--- src/rtl/rob_commit_unit.sv ---
// In-order retirement buffer: allocates entries at dispatch, records out-of-order
// completions by tag, and retires the head entry with registered commit pulses.
module rob_commit_unit #(
  parameter int DEPTH      = 16,
  parameter int TAG_BITS   = $clog2(DEPTH),
  parameter int DATA_WIDTH = 32,
  parameter int ADDR_WIDTH = 32
) (
  input  logic                  clk,
  input  logic                  rst_n,
  input  logic                  alloc_valid,
  input  logic                  alloc_is_branch,
  input  logic                  alloc_is_jump_reg,
  input  logic                  alloc_has_dest,
  input  logic [4:0]            alloc_dest,
  output logic [TAG_BITS-1:0]   alloc_tag,
  output logic                  full,
  input  logic                  cmpl_valid,
  input  logic [TAG_BITS-1:0]   cmpl_tag,
  input  logic [DATA_WIDTH-1:0] cmpl_value,
  input  logic                  cmpl_taken,
  input  logic [ADDR_WIDTH-1:0] cmpl_target,
  input  logic                  commit_stall,
  input  logic                  flush,
  output logic                  valid_commit,
  output logic                  commit_we,
  output logic [4:0]            commit_dest,
  output logic [DATA_WIDTH-1:0] commit_value,
  output logic                  valid_branch,
  output logic                  branch_outcome,
  output logic                  valid_jump_reg,
  output logic [ADDR_WIDTH-1:0] jump_target
);

  typedef logic [TAG_BITS:0] ptr_t;

  ptr_t headPtr_q, headPtr_d;
  ptr_t tailPtr_q, tailPtr_d;

  logic [DEPTH-1:0] entryValid_q, entryValid_d;
  logic [DEPTH-1:0] entryDone_q, entryDone_d;
  logic [DEPTH-1:0] entryBranch_q, entryBranch_d;
  logic [DEPTH-1:0] entryJr_q, entryJr_d;
  logic [DEPTH-1:0] entryHasDest_q, entryHasDest_d;
  logic [DEPTH-1:0] entryTaken_q, entryTaken_d;
  logic [4:0]            entryDest_q   [DEPTH];
  logic [4:0]            entryDest_d   [DEPTH];
  logic [DATA_WIDTH-1:0] entryValue_q  [DEPTH];
  logic [DATA_WIDTH-1:0] entryValue_d  [DEPTH];
  logic [ADDR_WIDTH-1:0] entryTarget_q [DEPTH];
  logic [ADDR_WIDTH-1:0] entryTarget_d [DEPTH];

  logic                  validCommit_q;
  logic                  commitWe_q;
  logic [4:0]            commitDest_q;
  logic [DATA_WIDTH-1:0] commitValue_q;
  logic                  validBranch_q;
  logic                  branchOutcome_q;
  logic                  validJumpReg_q;
  logic [ADDR_WIDTH-1:0] jumpTarget_q;

  logic [TAG_BITS-1:0] headIdx;
  logic [TAG_BITS-1:0] tailIdx;
  logic                allocFire;
  logic                cmplFire;
  logic                retireFire;

  assign headIdx = headPtr_q[TAG_BITS-1:0];
  assign tailIdx = tailPtr_q[TAG_BITS-1:0];

  // Full when indices match but the wrap bits differ (count == DEPTH).
  assign full = (headIdx == tailIdx) && (headPtr_q[TAG_BITS] != tailPtr_q[TAG_BITS]);
  assign alloc_tag = tailIdx;

  assign allocFire  = alloc_valid & ~full & ~flush;
  assign cmplFire   = cmpl_valid & entryValid_q[cmpl_tag] & ~flush;
  assign retireFire = entryValid_q[headIdx] & entryDone_q[headIdx] & ~commit_stall & ~flush;

  always_comb begin
    headPtr_d      = headPtr_q;
    tailPtr_d      = tailPtr_q;
    entryValid_d   = entryValid_q;
    entryDone_d    = entryDone_q;
    entryBranch_d  = entryBranch_q;
    entryJr_d      = entryJr_q;
    entryHasDest_d = entryHasDest_q;
    entryTaken_d   = entryTaken_q;
    entryDest_d    = entryDest_q;
    entryValue_d   = entryValue_q;
    entryTarget_d  = entryTarget_q;

    if (flush) begin
      entryValid_d = '0;
      entryDone_d  = '0;
      headPtr_d    = '0;
      tailPtr_d    = '0;
    end else begin
      if (cmplFire) begin
        entryDone_d[cmpl_tag]   = 1'b1;
        entryValue_d[cmpl_tag]  = cmpl_value;
        entryTaken_d[cmpl_tag]  = cmpl_taken;
        entryTarget_d[cmpl_tag] = cmpl_target;
      end
      if (retireFire) begin
        entryValid_d[headIdx] = 1'b0;
        entryDone_d[headIdx]  = 1'b0;
        headPtr_d             = headPtr_q + ptr_t'(1);
      end
      // The tail slot is never the completing or retiring entry unless the buffer is full,
      // in which case allocation is already refused.
      if (allocFire) begin
        entryValid_d[tailIdx]   = 1'b1;
        entryDone_d[tailIdx]    = 1'b0;
        entryBranch_d[tailIdx]  = alloc_is_branch;
        entryJr_d[tailIdx]      = alloc_is_jump_reg;
        entryHasDest_d[tailIdx] = alloc_has_dest;
        entryDest_d[tailIdx]    = alloc_dest;
        tailPtr_d               = tailPtr_q + ptr_t'(1);
      end
    end
  end

  always_ff @(posedge clk or negedge rst_n) begin
    if (!rst_n) begin
      headPtr_q    <= '0;
      tailPtr_q    <= '0;
      entryValid_q <= '0;
      entryDone_q  <= '0;
    end else begin
      headPtr_q    <= headPtr_d;
      tailPtr_q    <= tailPtr_d;
      entryValid_q <= entryValid_d;
      entryDone_q  <= entryDone_d;
    end
  end

  // Payload fields are qualified by valid/done, so they carry no reset.
  always_ff @(posedge clk) begin
    entryBranch_q  <= entryBranch_d;
    entryJr_q      <= entryJr_d;
    entryHasDest_q <= entryHasDest_d;
    entryTaken_q   <= entryTaken_d;
    entryDest_q    <= entryDest_d;
    entryValue_q   <= entryValue_d;
    entryTarget_q  <= entryTarget_d;
  end

  always_ff @(posedge clk or negedge rst_n) begin
    if (!rst_n) begin
      validCommit_q   <= 1'b0;
      commitWe_q      <= 1'b0;
      commitDest_q    <= '0;
      commitValue_q   <= '0;
      validBranch_q   <= 1'b0;
      branchOutcome_q <= 1'b0;
      validJumpReg_q  <= 1'b0;
      jumpTarget_q    <= '0;
    end else begin
      validCommit_q   <= retireFire;
      commitWe_q      <= retireFire & entryHasDest_q[headIdx];
      commitDest_q    <= retireFire ? entryDest_q[headIdx] : '0;
      commitValue_q   <= retireFire ? entryValue_q[headIdx] : '0;
      validBranch_q   <= retireFire & entryBranch_q[headIdx];
      branchOutcome_q <= retireFire & entryBranch_q[headIdx] & entryTaken_q[headIdx];
      // Branch takes precedence when an entry carries both flags.
      validJumpReg_q  <= retireFire & entryJr_q[headIdx] & ~entryBranch_q[headIdx];
      jumpTarget_q    <= retireFire ? entryTarget_q[headIdx] : '0;
    end
  end

  assign valid_commit   = validCommit_q;
  assign commit_we      = commitWe_q;
  assign commit_dest    = commitDest_q;
  assign commit_value   = commitValue_q;
  assign valid_branch   = validBranch_q;
  assign branch_outcome = branchOutcome_q;
  assign valid_jump_reg = validJumpReg_q;
  assign jump_target    = jumpTarget_q;

endmodule

--- config.mk ---
export PLATFORM = sky130hd
export DESIGN_NAME = rob_commit_unit
export DESIGN_NICKNAME = d
export VERILOG_FILES = /design/src/rtl/rob_commit_unit.sv
export SDC_FILE = /design/constraint.sdc
export NUM_CORES = 1
export LEC_CHECK = 0
export CAP_MARGIN = 20
export CORE_UTILIZATION = 55
export CTS_BUF_LIST = sky130_fd_sc_hd__clkbuf_16
export CTS_CLUSTER_SIZE = 20
export DETAILED_ROUTE_END_ITERATION = 10
export HOLD_SLACK_MARGIN = 0.12
export PLACE_DENSITY = 0.76
export RECOVER_POWER = 100
export SLEW_MARGIN = 20
export SYNTH_ARGS = -nofsm -noshare
export SYNTH_HDL_FRONTEND = slang
export SYNTH_SLANG_ARGS = --single-unit
--- constraint.sdc ---
create_clock -name clk -period 6.25 [get_ports clk]
set_clock_uncertainty 0.1 [all_clocks]
set_input_delay 1.25 -clock clk [delete_from_list [all_inputs] [get_ports clk]]
set_output_delay 1.25 -clock clk [all_outputs]
set_load 0.05 [all_outputs]
[After elaboration in Yosys (flattened, before gate mapping)]
Index checks and enable logic that the tools add are counted.
Word-level totals
  register bits: 1284
  input port bits: 83
Operators by class
  bitwise logic cells: 26
  equal/unequal tests: 2
  reduce and logical (&&, ||, !) cells: 10
  $add $sub $neg: 2
  multiplexer cells: 57
  magnitude comparators: 11
Operators with widths (count)
  $bwmux W512: 2
  $bmux W32 S4: 2
  $mux W32: 7
  $mux W16: 10
  $demux W32 S4: 1
  $bwmux W80: 1
  $bwmux W16: 4
  $and A16 B16 Y16: 3
  $mux W5: 8
  $not A16 Y16: 2
  $or A16 B16 Y16: 2
  $bmux W1 S4: 7
  $bmux W5 S4: 1
  $demux W5 S4: 1
  $ge A5 B5 Y1 const B: 3
  $lt A4 B5 Y1 const B: 3
  $not A4 Y5: 3
  $and A1 B1 Y1: 12
  $demux W1 S4: 3
  $ge A4 B1 Y1 const B: 3
  $add A5 B1 Y5 const B: 2
  $lt A5 B1 Y1 const B: 2
  $mux W1: 10
  $logic_and A1 B1 Y1: 6
  other kinds (5): 10

[Depth between registers and ports, before layout]
Gate-level depths: netlist (run 1).
  word-level depth: 13
  gate-level depth with buffers: 8

[Worst setup path after synthesis (run 1)]
OpenSTA, ideal clock, no wires.
  kind: input to register
  start point: in cmpl_tag[0]
  end point: reg entryDone_q[4]
  slack: -0.945 ns
  path buffers: 0
  data arrival time: 7.010 ns
  required time: 6.065 ns
  stages on the path: 4
  path through: mux4_2 -> nand4b_1 -> nor3_1 -> o221a_2
Between the ends
  word-level cells in the longest chain between the ends: 13
  elaborated cells between the ends (all ways): 18
  those cells by class: 2 x order compare; 10 x mux; 5 x bitwise; 1 x reduce/logical
RTL lines
  from (decl): RTL line 19  | input logic [TAG_BITS-1:0] cmpl_tag,
  $lt A4 B5 Y1 (implied by the code) or $ge A4 B1 Y1 (tied branches): RTL line 99  | entryDone_d[cmpl_tag] = 1'b1;
  $logic_and A1 B1 Y1 (implied by the code): RTL line 99
  $mux W1 (implied by the code): RTL line 99
  $demux W1 S4: RTL line 99
  $or A16 B16 Y16 (no source line)
  $mux W16 (*): RTL line 98  | if (cmplFire) begin
  $mux W16 (*): RTL line 92  | if (flush) begin
  $and A16 B16 Y16 (no source line)
  $mux W16 (*): RTL line 104  | if (retireFire) begin
  $mux W16 (*): RTL line 92
  $and A16 B16 Y16 (no source line)
  $mux W16 (*): RTL line 111  | if (allocFire) begin
  $mux W16 (*): RTL line 92
  named net entryDone_d[4]: RTL line 41  | logic [DEPTH-1:0] entryDone_q, entryDone_d;
  to (signal assigned): RTL line 133  | entryDone_q <= entryDone_d;
  to (decl): RTL line 41
The timed path passes the listed nets; every way through them passes the cells marked *. The select of a mux whose other input is x is not followed.
A chain may end at the register's enable or synchronous reset.

[Worst setup path after layout (run 1)]
  start point: in flush
  end point: reg entryValue_q[29] in the netlist's numbering (enable)
Between the ends
  word-level cells in the longest chain between the ends: 3
RTL lines
  from (decl): RTL line 24  | input logic flush,
  $not A1 Y1 (no source line) (*)
  $and A1 B1 Y1: RTL line 76  | assign cmplFire = cmpl_valid & entryValid_q[cmpl_tag] & ~flush;
  $reduce_and A2 Y1 (no source line) (*)
  to (signal assigned): RTL line 144  | entryValue_q <= entryValue_d;
  to (decl): RTL line 48  | logic [DATA_WIDTH-1:0] entryValue_q [DEPTH];
Mark *: on every way between the ends. The rest lies on a longest branch, timed or not.

==> reports/metrics.cfg, run 1 <==
[critical_path]
path_class=in2reg
cp.arrival_ns=5.62
required_ns=6.56
path_delay_family=simple AND/OR/NAND/NOR gates
r2r_cells=4
end_kind=flop
cp-start-kind=input port
slowest_stage=nor2_1
worstPathMaxFanout=25
crit_path_cell_trace=dlygate4sd3_1, clkbuf_1, nor2b_1, nand4_1, nor2_1, buf_4
slowest_delay_ns=2.15
crit_cells=6
crit_buf_inv=3

[synth]
synth.distinct_cells=44
synth_compound_area_share_pct=0.904
netlist_instances=2038
synth_ff_type=edfxtp_1
async_reset_ff_share_pct=9.03
yosys.area_share.simple_pct=2.09
synthMuxAreaShare_pct=17.4
synth_nets=2129
synth_top_cell_area_share_pct=72.2
synth.most_common_cell=edfxtp_1
ys.warnings.count=0
synth-xor-area-share_pct=0.180
synthAdderAreaFrac_pct=0.206
ys_seq_elements=1284
synth-edff-count=1168
seq_area_frac_synth_pct=78.2
synth_top_family_by_area=multiplexers
synth_area_leaders=edfxtp_1 (72%), mux4_2 (17%), dfrtp_1 (6.0%)
synth_area_mm2=0.0486
avgSynthCellArea_um2=23.8
synth_top_area_cell=edfxtp_1
yosys-top-cells-count=edfxtp_1 (1168), mux4_2 (374), dfrtp_1 (116)

[final_layout]
regArea_mm2=0.0380
drive_gt1_share_pct=24.9
reg.largest.list=entryTarget_q (512), entryValue_q (512), entryDest_q (80)
post-route-util_pct=63.7
multiInputGateArea_mm2=0.0101
areaGrowthSynthToFinish_pct=14.3
fin_nets=2357
fill_cells=5541

[clocking]
clk_latency_ns=0.73
cts_resized=0
htree_levels=3
cts_setup_buffers=0
cts_sinks=1284
numCtsBuffers=119
root_buffer=clkbuf_16
holdBufCountCts=0
tritoncts=done
cts.reportedPaths.clkPinSlew_ns=0.06
clockBufferDepth=3

[run_status]
violations=max-capacitance violations, max-slew violations
outcome=finished with violations

[power]
totalPowerFinal_mw=16.8
leakage_nw=17.9
cellPowerDensity_mw_per_mm2=303
vdd_ir_drop_max_mv=0.240

[placement]
gp_congestion=0.845
hpwl_um=57300
numPortBuffers=161

[route]
drc_errors=0
antenna_left=0
via_count=22449
wl_per_cell_um=31.0
dr.first_iter.drc_count=2754
drt_pass1_iterations=5
via_per_inst=6.36
drt_wl_total_um=109000

[sta]
max_slew_margin_pct=-87.3
post-route-min-period_ns=5.30
worst_pin_slew_ns=2.80
hold_viol_final=0
finalSetupTns_ns=0
setup_viol_count_final=0
period_share_pct=84.9
fmax_ghz=0.189
slew_viol_final=840
rsz0062_at_grt=no

[global_route]
grt_pass1_wl_um=161000
antenna_found_initial=22
grt_max_degree=175
grtUsageTotal_pct=24.9
grt_overflow_total=0
grt_pass1_vias=23719

[die]
dieArea_mm2=0.0895
core_area_mm2=0.0872
rows=108
die_h_um=299
initial_core_util_pct=55.7
die_w_um=299
pin_count=162

[job]
max_cap_viol_count=23

[min_path]
min_path_type=reg2reg
hold_path_depth=1

==> per-layer routing <==
| layer | vias up | global-route usage, % | part of all wire [%] |
|---|---|---|---|
| li1 | 9067 | - | - |
| met1 | 12007 | 33.7 | 38 |
| met2 | 1167 | 41.6 | 52 |
| met3 | 196 | 5.03 | 8.1 |
| met4 | 12 | 7.35 | 2.5 |
| met5 | - | 0 | 0.074 |
==> through the flow <==
| step | hold slack (ns) | std cells | setup WS, ns | area, um2 |
|---|---|---|---|---|
| 5_1_grt | 0.421 | 3526 | 0.795 | 55500 |
| 4_1_cts | 0.398 | 3524 | 1.55 | 55700 |
| 3_3_place_gp | 0.382 | 3298 | 1.58 | 51800 |
| 6_report | 0.398 | 3532 | 0.945 | 55500 |
| 2_1_floorplan | 0.358 | 2038 | 0.474 | 48600 |
| 3_5_place_dp | 0.385 | 3299 | 1.51 | 51800 |
==> cell families after synthesis <==
kind of cell             after synthesis
XOR/XNOR                              10
multiplexers                         377
flip-flops                          1284
buffers and inverters                118
AND/OR/NAND/NOR                      181
AO/OA/AOI/OAI                         60
adder cells (fa/ha/maj)                8
==> final timing paths <==
kind / slack [ns] / from / end
setup / recovery: 0.95 / flush / entryValue_q[29]
max in group asynchronous: 2.00 / rst_n / headPtr_q[2]
hold / removal: 0.40 / entryValid_q[8] / entryValid_q[8]
hold reg to reg: 0.40 / entryValid_q[8] / entryValid_q[8]
min in group asynchronous: 0.54 / rst_n / valid_jump_reg
setup reg to reg: 1.64 / headPtr_q[0] / jump_target[25]
==> cell usage in the layout (no fill, tap or decap), drive strengths merged, types with 4 or more instances in the layout <==
master / instances
edfxtp: 1168
mux4: 374
dlygate4sd3: 153
clkbuf: 149
dfrtp: 116
and2: 90
clkinv: 60
nor2: 44
inv: 44
a31oi: 19
buf: 18
bufinv: 13
a21o: 10
nor2b: 9
ha: 8
diode: 7
o21a: 7
nor3b: 7
clkdlybuf4s50: 7
o211ai: 6
nand2: 6
clkinvlp: 6
nand3: 5
xor2: 5
xnor2: 5
and3: 5
a21oi: 5
nor3: 5
o221ai: 4
==> report_power, final <==
part	total, mW	switching (mW)	internal, mW	leakage, nW
Clock	7.21	3.19	4.02	2.00
Combinational	0.225	0.170	0.0549	3.76
Sequential	9.38	0.00556	9.38	12.1
==> cell type report <==
cell class | instances | share of cell area [%]
antenna | 7 | 0.0315
clock buffer | 119 | 5.36
clock inverter | 106 | 1.69
inverter | 17 | 0.124
multi-input combinational | 636 | 18.2
sequential | 1284 | 68.4
tap | 1155 | 2.60
timing repair buffer | 208 | 3.58
Power figures use the tool's default switching activity.
==> run 2, diff against run 1 <==
PLACE_DENSITY = 0.73   (was 0.76)
clock period = 4.9 ns   (was 6.25 ns; I/O delays follow)
==> run 2 against run 1 <==
- final cell count up 0.40%
- flip-flop and latch count is the same
- combinational power is 26% higher
- the run still ends with max-capacitance violations, max-slew violations left
- setup slack worse by 0.39 ns
- via count fell by 1.5%
- total power increased by 28%
- core utilization grew 0.11 points
- largest cell class unchanged
- die area unchanged
- final area increased by 0.17%
- count of clock-buffer cells in the layout grew 5
==> reports/metrics.cfg, run 2 (synthesis gave the netlist of run 1 again) <==
[power]
cellPowerDensity_mw_per_mm2=387
totalPowerFinal_mw=21.5
switchingPower_mw=4.21
seqPwrFrac_pct=55.6
p_int_mw=17.3
power_switching_share_pct=19.6
vdd_ir_drop_max_mv=0.369
pwr-share-clk_pct=43.1
leakage_nw=17.9
pwr-share-comb_pct=1.3

[critical_path]
crit_cells=6
end_kind=flop
slowest_stage=clkbuf_2
required_ns=5.05
path_class=in2reg
path_delay_family=buffers and inverters
slowest_delay_ns=1.80
startpoint=cmpl_tag[0]
crit_buf_inv=3
r2r_cells=7
r2r_end=commit_value[0]
r2r_setup_slack_ns=0.90
crit_path_cell_trace=clkdlybuf4s50_1, buf_4, mux4_2, nand4_1, nor3_4, clkbuf_2
cp-start-kind=input port
worstPathMaxFanout=66
regToRegStartpoint=headPtr_q[0]
endpoint=entryValue_q[107]
cp.arrival_ns=4.50

[clocking]
htree_levels=3
tritoncts=done
cts.reportedPaths.clkPinSlew_ns=0.06
holdBufCountCts=0
root_buffer=clkbuf_16
numCtsBuffers=121
cts_sinks=1284
cts_setup_buffers=0
clockBufferDepth=3
cts_resized=0
clk_latency_ns=0.70

[placement]
hpwl_um=53700
dpl_cell_area_mm2=0.0520
numPortBuffers=161
gp_congestion=0.849

[die]
pin_count=162
rows=108
core_area_mm2=0.0872
die_w_um=299
dieArea_mm2=0.0895
die_h_um=299
initial_core_util_pct=55.7

[route]
antenna_left=0
via_count=22121
dr.first_iter.drc_count=2059
drt_wl_total_um=104000
drt_pass1_iterations=7
via_per_inst=6.24
drc_errors=0
wl_per_cell_um=29.3

[run_status]
outcome=finished with violations
violations=max-capacitance violations, max-slew violations

[final_layout]
areaGrowthSynthToFinish_pct=14.5
fill_cells=5570
layout_commonest_cell=edfxtp_1
multiInputGateArea_mm2=0.0102
layout_common_cells=edfxtp_1 (1168), mux4_2 (374), dlygate4sd3_1 (153), clkbuf_16 (124), dfrtp_1 (113)
regArea_mm2=0.0380
fin_nets=2367
reg.largest.list=entryTarget_q (512), entryValue_q (512), entryDest_q (80)
drive_gt1_share_pct=25.0
final_area_mm2=0.0556
post-route-util_pct=63.8

[global_route]
antenna_found_initial=18
grtUsageTotal_pct=23.8
grt_overflow_total=0
grt_max_degree=111
grt_pass1_vias=23423
grt_pass1_wl_um=155000

[sta]
fmax_ghz=0.230
finalSetupTns_ns=0
max_slew_margin_pct=-92.2
rsz0062_at_grt=no
setup_viol_count_final=0
post-route-min-period_ns=4.34
whs_ns=0.411
slew_viol_final=1048
hold_viol_final=0
period_share_pct=88.7
worst_pin_slew_ns=2.88

[min_path]
min_path_type=reg2reg
min-delay-start=entryValid_q[9]

[job]
max_cap_viol_count=18

[run 2: changes by cell type in the layout (fill, tap and decap cells not counted), moves of 3 or more]
cell / previous run / this run
and2_0: 44 / 48
and2_1: 46 / 42
buf_12: 6 / 3
buf_4: 8 / 15
clkbuf_1: 17 / 21
clkbuf_16: 119 / 124
clkbuf_2: 12 / 15
clkinv_2: 27 / 21
inv_1: 38 / 46
nor2_1: 41 / 35
nor2_4: 3 / 9
[run 2: cell type report]
class                           count  area share [%]
Inverter                           17           0.121
Tap cell                         1155            2.60
Timing Repair Buffer              216            3.48
Multi-Input combinational cell    636            18.3
Antenna cell                        6          0.0270
Sequential cell                  1284            68.3
Clock buffer                      124            5.58
Clock inverter                    108            1.63
[run 2: power groups by stage]
stage | Combinational [mW] | Clock [mW] | Sequential, mW
floorplan | 0.0537 | 0 | 12.2
global placement | 0.283 | 0 | 12.2
detailed placement | 0.301 | 0 | 12.2
CTS | 0.302 | 9.42 | 12.0
global route | 0.308 | 9.79 | 12.0
finish | 0.284 | 9.27 | 12.0
[run 2: worst min path at each step]
stage                             endpoint  slack, ns  cells past startpoint
after CTS                     tailPtr_q[3]       0.34                      1
after detailed placement   entryValid_q[9]       0.40                      1
final                      entryValid_q[9]       0.41                      1
after global routing       entryValid_q[9]       0.44                      1
after floorplan           entryValid_q[11]       0.36                      1
after global placement     entryValid_q[7]       0.39                      1
[run 2: metrics by stage]
| step | setup slack, ns | cells |
|---|---|---|
| 6_report | 0.556 | 3546 |
| 5_1_grt | 0.449 | 3542 |
| 4_1_cts | 0.880 | 3540 |
| 3_5_place_dp | 0.994 | 3308 |
| 3_3_place_gp | 0.976 | 3308 |
| 2_1_floorplan | -0.534 | 2038 |
[run 2: per-layer routing]
metal,track usage (%),vias up,share of wire [%]
met5,0,-,0.045
met4,6.09,8,2.3
met3,3.92,188,6.0
met2,40.6,814,52
met1,32.4,11997,39
li1,-,9114,-
